### src/rtl/uartwb_host.sv
// Host-side initiator for the UART-Wishbone byte protocol: serialises one read/write
// request as cmd/addr/data bytes toward a Tx buffer, then parses the echo and read data.
module uartwb_host #(
    parameter int          ADDR_WID = 32,
    parameter int          DATA_WID = 32,
    parameter logic [15:0] TIMEOUT  = 16'hFFFF
) (
    input  logic                clk_i,
    input  logic                nrst_i,
    input  logic                req_en_i,
    input  logic                req_wr_i,
    input  logic [ADDR_WID-1:0] req_addr_i,
    input  logic [DATA_WID-1:0] req_data_i,
    output logic                busy_o,
    output logic                done_o,
    output logic [1:0]          err_o,
    output logic [DATA_WID-1:0] rdata_o,
    output logic                uarttx_en_o,
    output logic [7:0]          uarttx_data_o,
    input  logic                uarttx_ready_i,
    input  logic                uartrx_valid_i,
    input  logic [7:0]          uartrx_data_i
);

    localparam int         ADDR_BYTES = ADDR_WID / 8;
    localparam int         DATA_BYTES = DATA_WID / 8;
    localparam logic [4:0] ADDR_LAST  = 5'(ADDR_BYTES - 1);
    localparam logic [4:0] DATA_LAST  = 5'(DATA_BYTES - 1);

    typedef enum logic [2:0] {
        S_IDLE    = 3'd0,
        S_TX_CMD  = 3'd1,
        S_TX_ADDR = 3'd2,
        S_TX_DATA = 3'd3,
        S_RX_ECHO = 3'd4,
        S_RX_DATA = 3'd5,
        S_DONE    = 3'd6
    } state_t;

    state_t              r_state;
    state_t              w_state_nxt;
    logic                r_wr;
    logic [ADDR_WID-1:0] r_addr_sh;
    logic [DATA_WID-1:0] r_data_sh;
    logic [DATA_WID-1:0] r_rdata;
    logic [1:0]          r_err;
    logic [4:0]          r_cnt;
    logic [15:0]         r_tmo;
    logic                r_valid_q;

    logic        w_rx_en;
    logic        w_tx_state;
    logic        w_rx_state;
    logic        w_tx_take;
    logic        w_tmo_hit;
    logic [7:0]  w_cmd;
    logic [7:0]  w_tx_byte;
    logic [15:0] w_tmo_inc;

    assign w_cmd      = {7'd0, r_wr};
    assign w_rx_en    = uartrx_valid_i & ~r_valid_q;
    assign w_tx_state = (r_state == S_TX_CMD) || (r_state == S_TX_ADDR) || (r_state == S_TX_DATA);
    assign w_rx_state = (r_state == S_RX_ECHO) || (r_state == S_RX_DATA);
    assign w_tx_take  = w_tx_state & uarttx_ready_i;
    assign w_tmo_inc  = r_tmo + 16'd1;
    // Expiry fires when the silent-cycle count would reach TIMEOUT; a byte arriving that cycle wins.
    assign w_tmo_hit  = (TIMEOUT != 16'd0) && w_rx_state && !w_rx_en && (w_tmo_inc == TIMEOUT);

    assign busy_o        = (r_state != S_IDLE);
    assign done_o        = (r_state == S_DONE);
    assign err_o         = r_err;
    assign rdata_o       = r_rdata;
    assign uarttx_en_o   = w_tx_take;
    assign uarttx_data_o = w_tx_take ? w_tx_byte : 8'h00;

    // Byte currently presented to the Tx buffer.
    always_comb begin
        w_tx_byte = 8'h00;
        case (r_state)
            S_TX_CMD:  w_tx_byte = w_cmd;
            S_TX_ADDR: w_tx_byte = r_addr_sh[ADDR_WID-1 -: 8];
            S_TX_DATA: w_tx_byte = r_data_sh[DATA_WID-1 -: 8];
            default:   w_tx_byte = 8'h00;
        endcase
    end

    // Next-state logic.
    always_comb begin
        w_state_nxt = r_state;
        case (r_state)
            S_IDLE: begin
                if (req_en_i) w_state_nxt = S_TX_CMD;
                else          w_state_nxt = S_IDLE;
            end
            S_TX_CMD: begin
                if (uarttx_ready_i) w_state_nxt = S_TX_ADDR;
                else                w_state_nxt = S_TX_CMD;
            end
            S_TX_ADDR: begin
                if (uarttx_ready_i && (r_cnt == ADDR_LAST)) w_state_nxt = S_TX_DATA;
                else                                        w_state_nxt = S_TX_ADDR;
            end
            S_TX_DATA: begin
                if (uarttx_ready_i && (r_cnt == DATA_LAST)) w_state_nxt = S_RX_ECHO;
                else                                        w_state_nxt = S_TX_DATA;
            end
            S_RX_ECHO: begin
                if (w_rx_en) begin
                    if ((uartrx_data_i == w_cmd) && !r_wr) w_state_nxt = S_RX_DATA;
                    else                                   w_state_nxt = S_DONE;
                end else if (w_tmo_hit) begin
                    w_state_nxt = S_DONE;
                end else begin
                    w_state_nxt = S_RX_ECHO;
                end
            end
            S_RX_DATA: begin
                if (w_rx_en) begin
                    if (r_cnt == DATA_LAST) w_state_nxt = S_DONE;
                    else                    w_state_nxt = S_RX_DATA;
                end else if (w_tmo_hit) begin
                    w_state_nxt = S_DONE;
                end else begin
                    w_state_nxt = S_RX_DATA;
                end
            end
            S_DONE:  w_state_nxt = S_IDLE;
            default: w_state_nxt = S_IDLE;
        endcase
    end

    // State register.
    always_ff @(posedge clk_i) begin
        if (!nrst_i) r_state <= S_IDLE;
        else         r_state <= w_state_nxt;
    end

    // Request latch, Tx shifters, Rx assembly, byte/timeout counters and error flags.
    always_ff @(posedge clk_i) begin
        if (!nrst_i) begin
            r_wr      <= 1'b0;
            r_addr_sh <= '0;
            r_data_sh <= '0;
            r_rdata   <= '0;
            r_err     <= 2'b00;
            r_cnt     <= 5'd0;
            r_tmo     <= 16'd0;
            r_valid_q <= 1'b1;
        end else begin
            r_valid_q <= uartrx_valid_i;

            if (w_state_nxt != r_state)                 r_cnt <= 5'd0;
            else if (w_tx_take)                         r_cnt <= r_cnt + 5'd1;
            else if ((r_state == S_RX_DATA) && w_rx_en) r_cnt <= r_cnt + 5'd1;

            // Zero outside the Rx phase, so entry into RX_ECHO always starts from a cleared count.
            if (!w_rx_state || w_rx_en) r_tmo <= 16'd0;
            else                        r_tmo <= w_tmo_inc;

            case (r_state)
                S_IDLE: begin
                    if (req_en_i) begin
                        r_wr      <= req_wr_i;
                        r_addr_sh <= req_addr_i;
                        r_data_sh <= req_data_i;
                        r_rdata   <= '0;
                        r_err     <= 2'b00;
                    end
                end
                S_TX_ADDR: begin
                    if (uarttx_ready_i) r_addr_sh <= r_addr_sh << 8;
                end
                S_TX_DATA: begin
                    if (uarttx_ready_i) r_data_sh <= r_data_sh << 8;
                end
                S_RX_ECHO: begin
                    if (w_rx_en && (uartrx_data_i != w_cmd)) r_err[0] <= 1'b1;
                    if (w_tmo_hit)                           r_err[1] <= 1'b1;
                end
                S_RX_DATA: begin
                    if (w_rx_en)   r_rdata  <= (r_rdata << 8) | DATA_WID'(uartrx_data_i);
                    if (w_tmo_hit) r_err[1] <= 1'b1;
                end
                default: begin
                    r_wr <= r_wr;
                end
            endcase
        end
    end

endmodule

### config.mk
export PLATFORM = sky130hd
export DESIGN_NAME = uartwb_host
export DESIGN_NICKNAME = d
export VERILOG_FILES = /design/src/rtl/uartwb_host.sv
export SDC_FILE = /design/constraint.sdc
export NUM_CORES = 1
export LEC_CHECK = 0
export ABC_AREA = 1
export BUFFER_PORTS_ARGS = -buffer_cell sky130_fd_sc_hd__buf_4
export CAP_MARGIN = 20
export CORE_UTILIZATION = 35
export DETAILED_ROUTE_END_ITERATION = 6
export PLACE_DENSITY_LB_ADDON = 0.25
export SLEW_MARGIN = 5
export SYNTH_ARGS = -nofsm -noshare
export SYNTH_HDL_FRONTEND = slang
export SYNTH_SLANG_ARGS = --single-unit
### constraint.sdc
create_clock -name clk_i -period 4.1 [get_ports clk_i]
set_input_delay 0.41 -clock clk_i [delete_from_list [all_inputs] [get_ports clk_i]]
set_output_delay 0.41 -clock clk_i [all_outputs]
set_load 0.05 [all_outputs]
==> results of run 1 <==
[sequential cells by signal, summed over array words and instances, names as in the netlist]
signal     flops
r_valid_q      1
r_state        3
r_cnt          5
r_data_sh     32
r_addr_sh     32
r_wr           1
r_tmo         16
rdata_o       32
err_o          2
[critical path, cell delays in order (launching register included)]
cell	delay (ns)
dfxtp_1	0.34
inv_1	0.08
nor2_1	0.09
inv_1	0.07
nor2_2	0.49
buf_4	0.36
nand2_1	0.08
a21oi_1	0.27
buf_4	0.26
[worst paths after layout]
path,start,endpoint,slack (ns),cells past startpoint
setup / recovery,r_state[1],uarttx_data_o[1],1.23,8
hold / removal,uartrx_valid_i,r_valid_q,0.17,3
setup reg to reg,r_state[0],rdata_o[20],1.59,9
hold reg to reg,r_data_sh[6],r_data_sh[6],0.46,2
[power by group through the flow]
stage	clock network, W	registers [W]	logic, W
2_1_floorplan	0	0.00148	0.000248
5_1_grt	0.00167	0.00138	0.000561
3_5_place_dp	0	0.00139	0.000509
4_1_cts	0.00161	0.00137	0.000511
6_report	0.00158	0.00137	0.000506
3_3_place_gp	0	0.00139	0.000508
[per-stage QoR]
step / total power (W) / instance area (um^2) / utilization [%] / cells / hold WS, ns
floorplan: 0.00172 / 5480 / - / 774 / 0.441
detailed placement: 0.00190 / 6550 / 42.9 / 1071 / 0.454
global route: 0.00361 / 7170 / 47.0 / 1103 / 0.196
global placement: 0.00190 / 6550 / 42.9 / 1071 / 0.450
finish: 0.00346 / 7170 / 47.0 / 1103 / 0.173
CTS: 0.00349 / 7170 / 47.0 / 1103 / 0.161
[cell usage in the layout (no fill, tap or decap), types with 3 or more instances in the layout]
cell type,Yosys,final
nand2_1,203,203
buf_4,1,130
dfxtp_1,124,124
o21ai_0,85,85
nor2_1,75,75
a21oi_1,66,66
a31oi_1,48,48
inv_1,44,44
nand3_1,34,34
clkbuf_16,0,17
nor2_2,9,9
nand4_1,7,7
nor3_1,4,4
ha_1,4,4
inv_6,0,4
clkinv_1,3,3
xor2_1,3,3
nor2_4,3,3
clkbuf_8,0,3
bufinv_16,0,3
[layer usage]
metal	vias up	part of all wire, %	wire, um	track usage [%]
li1	2788	-	-	-
met3	12	4.6	649	4.06
met1	2305	49	6880	24.3
met4	0	1.2	166	6.51
met2	130	45	6300	28.2
met5	-	0	0	0
[kinds of logic after synthesis]
kind of cell	Yosys count
simple gates	343
compound gates	204
flops	124
buf+inv	93
xor+xnor	5
fa+ha+maj	4
mux	1
[final cells by class]
| type | count | area, um^2 | share of cell area, % |
|---|---|---|---|
| Multi-Input combinational cell | 557 | 2640 | 36.8 |
| Clock inverter | 12 | 159 | 2.22 |
| Clock buffer | 20 | 467 | 6.51 |
| Sequential cell | 124 | 2480 | 34.6 |
| Tap cell | 211 | 264 | 3.68 |
| Timing Repair Buffer | 130 | 976 | 13.6 |
| Inverter | 49 | 184 | 2.56 |
==> flow_results.org, run 1 <==
** Clocking
- Largest buffer count on any clock path :: 2
- Post-CTS setup buffer count :: 0
- Number of CTS-inserted buffers :: 17
- Clock latency on the worst-skew pair :: 0.42 ns
- H-tree depth :: 4
- CTS root buf :: clkbuf_16
- Counting every sink on the clock net gives 124.
- TritonCTS clock tree :: built
- Hold-fix buffers, CTS :: 0
- Resize count post-CTS :: 0
- After clock tree synthesis, the clock-pin slew on the worst setup and hold paths is 0.06 ns.

** Detailed routing
- After detailed routing, the number of remaining DRC violations is 0.
- For this run, the detailed router's first-pass iteration total came to 5.
- After the first detailed-routing iteration, the DRC count stood at 325.
- Total number of vias :: 5235
- Number of antenna-violating nets in the routed design :: 0
- Routed length per instance :: 12.7 um
- Final routed wirelength across all metal layers :: 14000 um
- Vias per cell :: 4.75

** Floorplan
- The region available for standard cell placement spans 15300 um^2.
- Floorplan die area :: 16200 um^2
- After floorplanning, the core was divided into 45 placement rows.
- From left edge to right edge, the die measures 127 um.
- Effective utilization at floorplan :: 35.9%
- Boundary Pins :: 123
- Die Y :: 127 um

** Synth
- Synthesis produced a netlist with a net count of 856.
- The synthesized design devotes to its leading area cell type 45.3% of total area.
- Avg Cell Area, Syn :: 7.08 um^2
- dfxtp_1 takes more of the synthesized area than any other cell.
- Synthesis handed over a netlist of 774 instances.
- Flip-flop and latch count after synthesis :: 124
- Number of different library cells in the post-synthesis netlist :: 31
- Xor/xnor cell area share of the yosys netlist :: 0.799%
- Ranking of synthesized cells by area :: dfxtp_1 (45%), nand2_1 (14%), o21ai_0 (7.8%)
- For this run, asynchronously set or reset flops after synthesis account for 0%.
- Dominant register cell in the synthesized netlist :: dfxtp_1
- Sequential area share after synthesis :: 45.3%
- By area, the combinational part of the netlist is dominated by simple AND/OR/NAND/NOR gates.
- Multiplexer share of the synthesized area :: 0.183%
- Among all cell types in the netlist, the one instantiated most often is nand2_1.
- Count of flip-flops with a built-in enable after synthesis :: 0
- Synthesized-area fraction occupied by and/or/nand/nor cells :: 26.3%
- The commonest cells after synthesis are nand2_1 (203), dfxtp_1 (124), o21ai_0 (85).
- Post-synthesis cell area :: 5480 um^2
- Count of yosys warnings during synthesis :: 0
- Summing the areas of all compound-gate instances in the mapped netlist gives 20.0% of the synthesized area.
- Fraction of the mapped netlist area in adder cells :: 0.913%

** Worst setup path
- The worst setup path is captured at an output pin.
- Arrival time of the worst setup path :: 2.46 ns
- Of all nets on the critical path, the largest fanout is 20.
- Critical path launch point type :: flip-flop
- By startpoint and endpoint, the worst setup path is classified as flip-flop to output pin.
- Worst Path Required :: 3.69 ns

** Timing
- Counting I/O delays and the setup requirement, the final critical path takes 2.87 ns.
- After layout, the worst setup slack is 1.23 ns.
- Setup repair after global routing missed its margin :: no
- Finish-stage setup viols :: 0
- In this run the tightest slew margin relative to its limit is 34.6%.
- Transition time of the tightest slew-check pin :: 0.979 ns
- The max-slew violation count was 0.
- Timing would allow up to 348 MHz.
- The number of failing hold endpoints at the final stage came to 0.
- Part of the cycle the worst path needs :: 70.0%
- The clock arrives with 0.00778 ns of skew.
- Setup total negative slack on the finished layout was measured at 0 ns.

** Placement
- OpenSTA, run right after detailed placement, puts the worst setup slack at 1.60 ns.
- Final weighted congestion in routability-driven placement :: 0.779
- Port-buffer cells :: 122
- DP HPWL :: 9600 um

** Global routing
- Entering global routing, the biggest net connects 84 pins.
- The first global-routing pass estimated 23000 um of wire.
- The number of antenna violations at the first check in global routing was 0.
- The via count of the first global-routing pass came to 4731.
- GRT Overall Usage :: 18.0%
- Remaining Overflow, GRT :: 0

** Finish
- ANT cells :: 0
- Of the cells placed in the final design, the portion with a size suffix greater than 1 is 20.6%.
- The filler cells instantiated in the layout total 1575.
- Layout area overhead :: 30.9%
- For this run, the post-layout net count is 961.

** Power and ir drop
- Combinational logic is responsible for 14.6% of the overall power.
- VDD sags by at most 0.309 mV.
- The internal power of the cells totals 0.00250 W.
- Power share of the clock group :: 45.8%
- Switching power share of the total :: 27.7%
- Flop pwr share :: 39.6%
- Power spread over the standard cell area amounts to 482 nW/um^2.
- Static leakage :: 3.01 nW
- P_sw :: 0.000957 W

** Worst hold path
- Class of the most critical hold timing path :: input port to flip-flop

** Status
- The flow ran to the end, and the final reports show no timing, DRC or antenna violations.

** Run
- Max Cap Violations :: 0
(Power assumes the default switching activity.)
==> run 2: changes to the inputs <==
ABC_AREA = 0   (was 1)
clock period = 2.7 ns   (was 4.1 ns; I/O delays follow)
==> flow_results.org, run 2 <==
** Timing
- Total negative slack :: 0 ns (unchanged)
- The number of failing hold endpoints at the final stage is 0 (unchanged).
- Max-slew violation total from the final report :: 0 (unchanged)
- Top achievable clock speed :: 396 MHz
- Setup repair after global routing left no endpoint under its margin.
- Final critical path time including I/O delays and setup :: 2.52 ns
- The worst path setup slack after routing came to 0.178 ns (-1.05 ns).
- Worst-case clock skew :: 0.00873 ns (+0.000956 ns)
- Worst slack on hold paths :: 0.0589 ns (-0.114 ns)
- The relative slew slack is 28.3% (-6.3 points).
- Finish-stage setup viols :: 0 (unchanged)
- The transition time at the pin with the least slew margin came to 1.07 ns (+0.0917 ns).
- The worst path uses 93.4% of the clock period.

** Clocking
- The clock transition at the registers of the reported paths was 0.06 ns (about the same).
- Number of clock sinks seen by CTS :: 124 (unchanged)
- The number of buffers created by CTS came to 17 (unchanged).
- The H-tree level count is 4 (unchanged).
- The number of hold buffers added after cts came to 0 (unchanged).
- The number of buffers on the longest clock path was 2 (unchanged).
- The number of resized instances in the post-cts repair step came to 0 (unchanged).
- TritonCTS clock tree :: built
- The cell sitting at the root of the clock tree is a clkbuf_16.
- Post-CTS setup buffer count :: 0 (unchanged)
- Clock latency on the worst-skew pair :: 0.42 ns (about the same)

** Floorplan
- Overall die width :: 131 um (+2.8%)
- The chip height was 131 um (+2.8%).
- Floorplan die area :: 17100 um^2 (+5.7%)
- The starting utilization of the core area was 36.2% (+0.31 points).
- Boundary Pins :: 123 (unchanged)
- Core Box Area :: 16000 um^2 (+4.9%)
- The site row count is 46 (+2.2%).

** Synth
- Avg Cell Area, Syn :: 8.69 um^2 (+23%)
- Cell accounting for the most synthesized area :: dfxtp_1
- By instance count, the leading cell after synthesis is dfxtp_1.
- The area fraction of the dominant cell type after synthesis was 42.8% (-2.5 points).
- Sequential area share after synthesis :: 42.8% (-2.5 points)
- Post-Synthesis Cells :: 667 (-14%)
- Count of flip-flops with a built-in enable after synthesis :: 0 (unchanged)
- Flip-flop and latch count after synthesis :: 124 (unchanged)
- Leading post-synthesis cells by instance count :: dfxtp_1 (124), nand2_1 (104), nand3_1 (92)
- The number of distinct library cell variants in the gate-level netlist after synthesis was 48 (+55%).
- The count of yosys warnings during synthesis was 0 (unchanged).
- After synthesis, the cell types taking the most area are dfxtp_1 (43%), o211a_1 (8.5%), nand3_1 (7.9%).
- FFs w/ async S/R, synth :: 0% (unchanged)
- Post-synthesis cell area :: 5800 um^2 (+5.8%)
- The total nets after synthesis came to 749 (-13%).
- The most used flip-flop cell after synthesis is dfxtp_1.

** Placement
- The total of buffers placed on input and output ports is 122 (unchanged).
- Standard cell area after detailed placement :: 6940 um^2 (+6.0%)
- The post-DP HPWL came to 10200 um (+6.7%).
- The placer congestion estimate came to 0.889 (+14%).
- The cell count after placement is 969 (-9.5%).
- Setup slack after placement :: 0.169 ns (-1.43 ns)

** Power and ir drop
- The leakage power total was 3.27 nW (+8.8%).
- The part of the power in registers came to 41.5% (+1.9 points).
- Switching power share of the total :: 24.3% (-3.4 points)
- Total power per unit cell area :: 637 nW/um^2 (+32%)
- The worst IR drop on VDD came to 0.417 mV (+35%).
- Power share of the clock group :: 46.8% (+1.0 points)
- Comb pwr share :: 11.7% (-2.9 points)
- P_sw :: 0.00117 W (+22%)
- Internal power summed over all cells :: 0.00364 W (+46%)

** Worst setup path
- Class of the most critical setup path :: flip-flop to flip-flop
- Startpoint of the worst register-to-register path :: r_tmo[0]
- STA classifies the critical path endpoint as a flip-flop.
- The data arrival time at the worst-slack endpoint was 2.82 ns (+0.36 ns).
- The worst setup path is launched from a flip-flop.
- The maximum fanout along the worst path was 9 (-55%).
- The data required time of the critical path came to 3.00 ns (-0.69 ns).
- Tracing the worst setup path back leads to its startpoint at r_tmo[0].

** Finish
- Most common library cell in the layout ignoring fill and taps :: buf_4
- Multi-input gate area :: 3120 um^2 (+18%)
- ANT cells :: 0 (unchanged)
- Net total in the final layout :: 855 (-11%)
- Commonest cells after routing, fill and taps aside :: buf_4 (137), dfxtp_1 (123), nand2_1 (104), nand3_1 (92), o211a_1 (49)
- Non-filler instance count after layout :: 1001 (-9.2%)
- The cell area after layout was 7550 um^2 (+5.3%).
- Layout cell share with drive strength beyond 1 :: 24.2% (+3.6 points)
- Area used by sequential logic in the layout :: 2480 um^2 (about the same)
- The fill cell instance count of the final layout is 1565 (-0.63%).
- Relative to the synthesized area, the layout overhead comes to 30.3%.

** Detailed routing
- The detailed-route via count is 5176 (-1.1%).
- Routed length per instance :: 14.6 um (+15%)
- Vias per cell :: 5.17 (+8.9%)
- The number of nets with antenna violations after detailed routing is 0 (unchanged).
- The count of TritonRoute iterations in the first routing pass came to 4 (-1).
- The overall routed net length came to 14600 um (+4.6%).
- Number of design rule violations left after detail routing :: 0 (unchanged)
- The first-iteration detailed-routing DRC count was 267 (-18%).

** Global routing
- Via count of the first global-routing pass :: 5060 (+7.0%)
- Maximum number of pins on one net before global-route repair :: 61 (-27%)
- Initial antenna violation count :: 0 (unchanged)
- Remaining Overflow, GRT :: 0 (unchanged)
- The total global routing track utilization was 18.0% (about the same).
- Global-route wire length before repair :: 24400 um (+5.8%)

** Run
- Max Cap Violations :: 0 (unchanged)

** Worst hold path
- The path class of the tightest hold or removal check is input port to flip-flop.
- Worst Hold Launch :: uartrx_valid_i

** Status
- Result of the run :: completed
run 2: power by group through the flow:
stage,clock (W),sequential [W],combinational (W)
6_report,0.00225,0.00199,0.000564
5_1_grt,0.00240,0.00200,0.000624
4_1_cts,0.00231,0.00199,0.000564
3_5_place_dp,0,0.00203,0.000561
3_3_place_gp,0,0.00203,0.000548
2_1_floorplan,0,0.00201,0.000371
run 2: kinds of logic (layout without fill, tap and decap cells):
| kind of cell | count (synthesis) | in the layout | share of synthesized area, % |
|---|---|---|---|
| fa+ha+maj | 4 | 4 | 0.864 |
| simple gates | 305 | 305 | 25.8 |
| compound gates | 126 | 126 | 18.0 |
| buf+inv | 57 | 175 | 3.99 |
| xor+xnor | 18 | 18 | 2.72 |
| mux | 33 | 33 | 5.74 |
| flops | 124 | 124 | 42.8 |
run 2: per-stage QoR:
stage | utilization (%) | total power (W)
2_1_floorplan | - | 0.00238
3_3_place_gp | 43.3 | 0.00258
3_5_place_dp | 43.4 | 0.00259
4_1_cts | 47.1 | 0.00487
5_1_grt | 47.2 | 0.00503
6_report | 47.2 | 0.00481
run 2: final timing paths:
kind                            slack [ns]          end  cells past startpoint
worst max-delay path                  0.18   r_state[0]                      7
worst min-delay path                  0.06    r_valid_q                      2
worst max register to register        0.18   r_state[0]                      7
worst min register to register        0.46  rdata_o[30]                      2
run 2: final cells by class:
| type | count | share of cell area [%] |
|---|---|---|
| Multi-Input combinational cell | 486 | 41.4 |
| Sequential cell | 124 | 32.9 |
| Timing Repair Buffer | 139 | 14.0 |
| Clock buffer | 21 | 6.36 |
| Tap cell | 216 | 3.58 |
| Clock inverter | 10 | 1.51 |
| Inverter | 5 | 0.249 |
run 2: worst max-delay path, cell delays in order (launching register included):
cell,delay [ns]
dfxtp_1,0.46
ha_1,0.39
nand2_1,0.11
nor3_2,0.15
xnor2_1,0.11
or4_4,0.55
or3_4,0.35
o311a_1,0.29
run 2: routing by layer:
metal	global-route usage (%)	vias up	share of wire [%]
li1	-	2603	-
met1	23.1	2428	46
met2	29.2	129	47
met3	4.85	16	5.1
met4	5.95	0	1.3
met5	0	-	0
==> run 3: changes to the inputs <==
==> constraint.sdc (replaced) <==
create_clock -name clk_i -period 2.7 [get_ports clk_i]
set_input_delay 0.135 -clock clk_i [delete_from_list [all_inputs] [get_ports clk_i]]
set_output_delay 0.135 -clock clk_i [all_outputs]
set_load 0.05 [all_outputs]
==> flow_results.org, run 3 (same netlist as run 2, synthesis figures left out) <==
** Status
- Result of the run :: completed

** Clocking
- The H-tree level count came to 4 (unchanged).
- The clock network latency to the later pin of the worst-skew pair was 0.41 ns (about the same).
- In this run the clock root is driven by a clkbuf_16.
- Clock-pin slew on the worst setup and hold paths :: 0.06 ns (about the same)
- TritonCTS built the clock tree.
- The number of buffers created by CTS was 17 (unchanged).
- Largest buffer count on any clock path :: 2 (unchanged)
- Number of clock sinks seen by CTS :: 124 (unchanged)
- Resize count post-CTS :: 0 (unchanged)

** Global routing
- GRT Overall Usage :: 18.2% (+0.23 points)
- The via count of the first global-routing pass is 5087 (+0.53%).
- Initial antenna violation count :: 0 (unchanged)
- The largest net degree at the start of global routing was 49 (-20%).
- The wire length of the first global-routing pass came to 24500 um (+0.48%).
- The total congestion overflow came to 0 (unchanged).

** Worst setup path
- The data arrival time at the worst-slack endpoint was 2.79 ns (-0.03 ns).
- Reg2reg path depth :: 7 (unchanged)
- Critical path launch point type :: flip-flop
- Largest driver fanout on the critical path :: 9 (unchanged)
- Worst Path Required :: 2.99 ns (about the same)
- Sort of element at the end of the critical path :: flip-flop
- Class of the most critical setup path :: flip-flop to flip-flop

** Finish
- The final standard cell utilization of the core is 48.3% (+1.1 points).
- Net total in the final layout :: 874 (+2.2%)
- The share of post-route cells with drive strength above 1 is 23.5% (-0.70 points).
- The count of antenna diodes in the layout was 0 (unchanged).
- Layout area overhead :: 33.3%
- In the layout the commonest cells are buf_4 (137), dfxtp_1 (123), nand2_1 (104), nand3_1 (92), o211a_1 (49).
- Most common library cell in the layout ignoring fill and taps :: buf_4

** Power and ir drop
- The total power per unit cell area came to 620 nW/um^2 (-2.6%).
- The leakage power total was 3.35 nW (+2.2%).
- Worst IR drop on VDD :: 0.448 mV (+7.5%)

** Timing
- The achievable clock frequency is 399 MHz (+0.67%).
- The final total negative setup slack came to 0 ns (unchanged).
- Finish-stage setup viols :: 0 (unchanged)
- The relative slew slack came to 51.1% (+23 points).
- Part of the cycle the worst path needs :: 92.8% (-0.62 points)
- The max-slew violation count came to 0 (unchanged).
- The worst hold-check slack is 0.0165 ns (-0.0424 ns).
- Final critical path time including I/O delays and setup :: 2.51 ns (-0.0168 ns)
- Setup repair after global routing left no endpoint under its margin.
- Transition time of the tightest slew-check pin :: 0.731 ns (-0.340 ns)
- Number of endpoints with negative hold slack in the final report :: 0 (unchanged)
- Worst-case clock skew :: 0.00883 ns (+0.000100 ns)

** Detailed routing
- Number of antenna-violating nets in the routed design :: 0 (unchanged)
- The count of TritonRoute iterations in the first routing pass came to 5 (+1).
- The per-cell routed wire length is 15.0 um (+2.6%).
- The number of design rule violations left after detail routing is 0 (unchanged).
- The via count normalized by instance count came to 5.19 (+0.32%).
- Final routed wirelength across all metal layers :: 15300 um (+4.5%)
- Total number of vias :: 5291 (+2.2%)
- Initial DRC Count :: 336 (+26%)

** Floorplan
- Core Box Area :: 16000 um^2 (unchanged)
- Effective utilization at floorplan :: 36.2% (unchanged)
- Die Y :: 131 um (unchanged)
- Overall die width :: 131 um (unchanged)
- The site row count came to 46 (unchanged).
- Floorplan die area :: 17100 um^2 (unchanged)
- Boundary Pins :: 123 (unchanged)

** Worst hold path
- Class of the most critical hold timing path :: input port to flip-flop
- Hold Path Cell Cnt :: 3 (+1)

** Placement
- The total of buffers placed on input and output ports came to 122 (unchanged).
- The placer congestion estimate was 0.906 (+1.9%).
- DP HPWL :: 10300 um (+0.59%)

** Run
- Max Cap Violations :: 0 (unchanged)
[run 3: final cells by class]
cell class / count / area, um^2
tap: 216 / 270
sequential: 124 / 2480
clock buffer: 20 / 457
timing repair buffer: 158 / 1250
multi-input combinational: 486 / 3120
inverter: 5 / 18.8
clock inverter: 11 / 120
fill: 1555 / 8280
[run 3: repair_timing]
action,4_1_cts,5_1_grt
hold buffers,19,0
buffers inserted,0,0
endpoints found under the hold margin,19,0
[run 3: critical path, stage by stage (launching register included)]
cell	delay [ns]
dfxtp_1	0.46
ha_1	0.39
nand2_1	0.11
nor3_2	0.14
xnor2_1	0.10
or4_4	0.54
or3_4	0.35
o311a_1	0.29
[run 3: final timing paths]
path	from	end	slack [ns]
worst min register to register	rdata_o[29]	rdata_o[29]	0.46
worst max-delay path	r_tmo[0]	r_state[0]	0.19
worst min-delay path	uartrx_data_i[1]	rdata_o[1]	0.02
worst max register to register	r_tmo[0]	r_state[0]	0.19
[run 3: metal layers]
| metal | track usage (%) | wire length (um) | up-vias | share of wire, % |
|---|---|---|---|---|
| met5 | 0 | 0 | - | 0 |
| met4 | 6.15 | 208 | 0 | 1.4 |
| met3 | 4.36 | 693 | 17 | 4.5 |
| met2 | 30.1 | 7360 | 123 | 48 |
| met1 | 23.2 | 7040 | 2520 | 46 |
| li1 | - | - | 2631 | - |
[run 3: power breakdown]
part,internal (W),total (W),switching (W)
Sequential,0.00193,0.00199,0.0000605
Combinational,0.000277,0.000593,0.000316
Clock,0.00140,0.00220,0.000808
[run 3: through the flow]
step | power (W) | worst slack [ns] | cells | instance area [um^2]
final | 0.00479 | 0.194 | 1020 | 7720
after global routing | 0.00499 | 0.0296 | 1020 | 7720
after CTS | 0.00483 | 0.190 | 1018 | 7690
after detailed placement | 0.00259 | 0.196 | 968 | 6930
after global placement | 0.00258 | 0.276 | 968 | 6930
after floorplan | 0.00238 | 0.307 | 667 | 5800
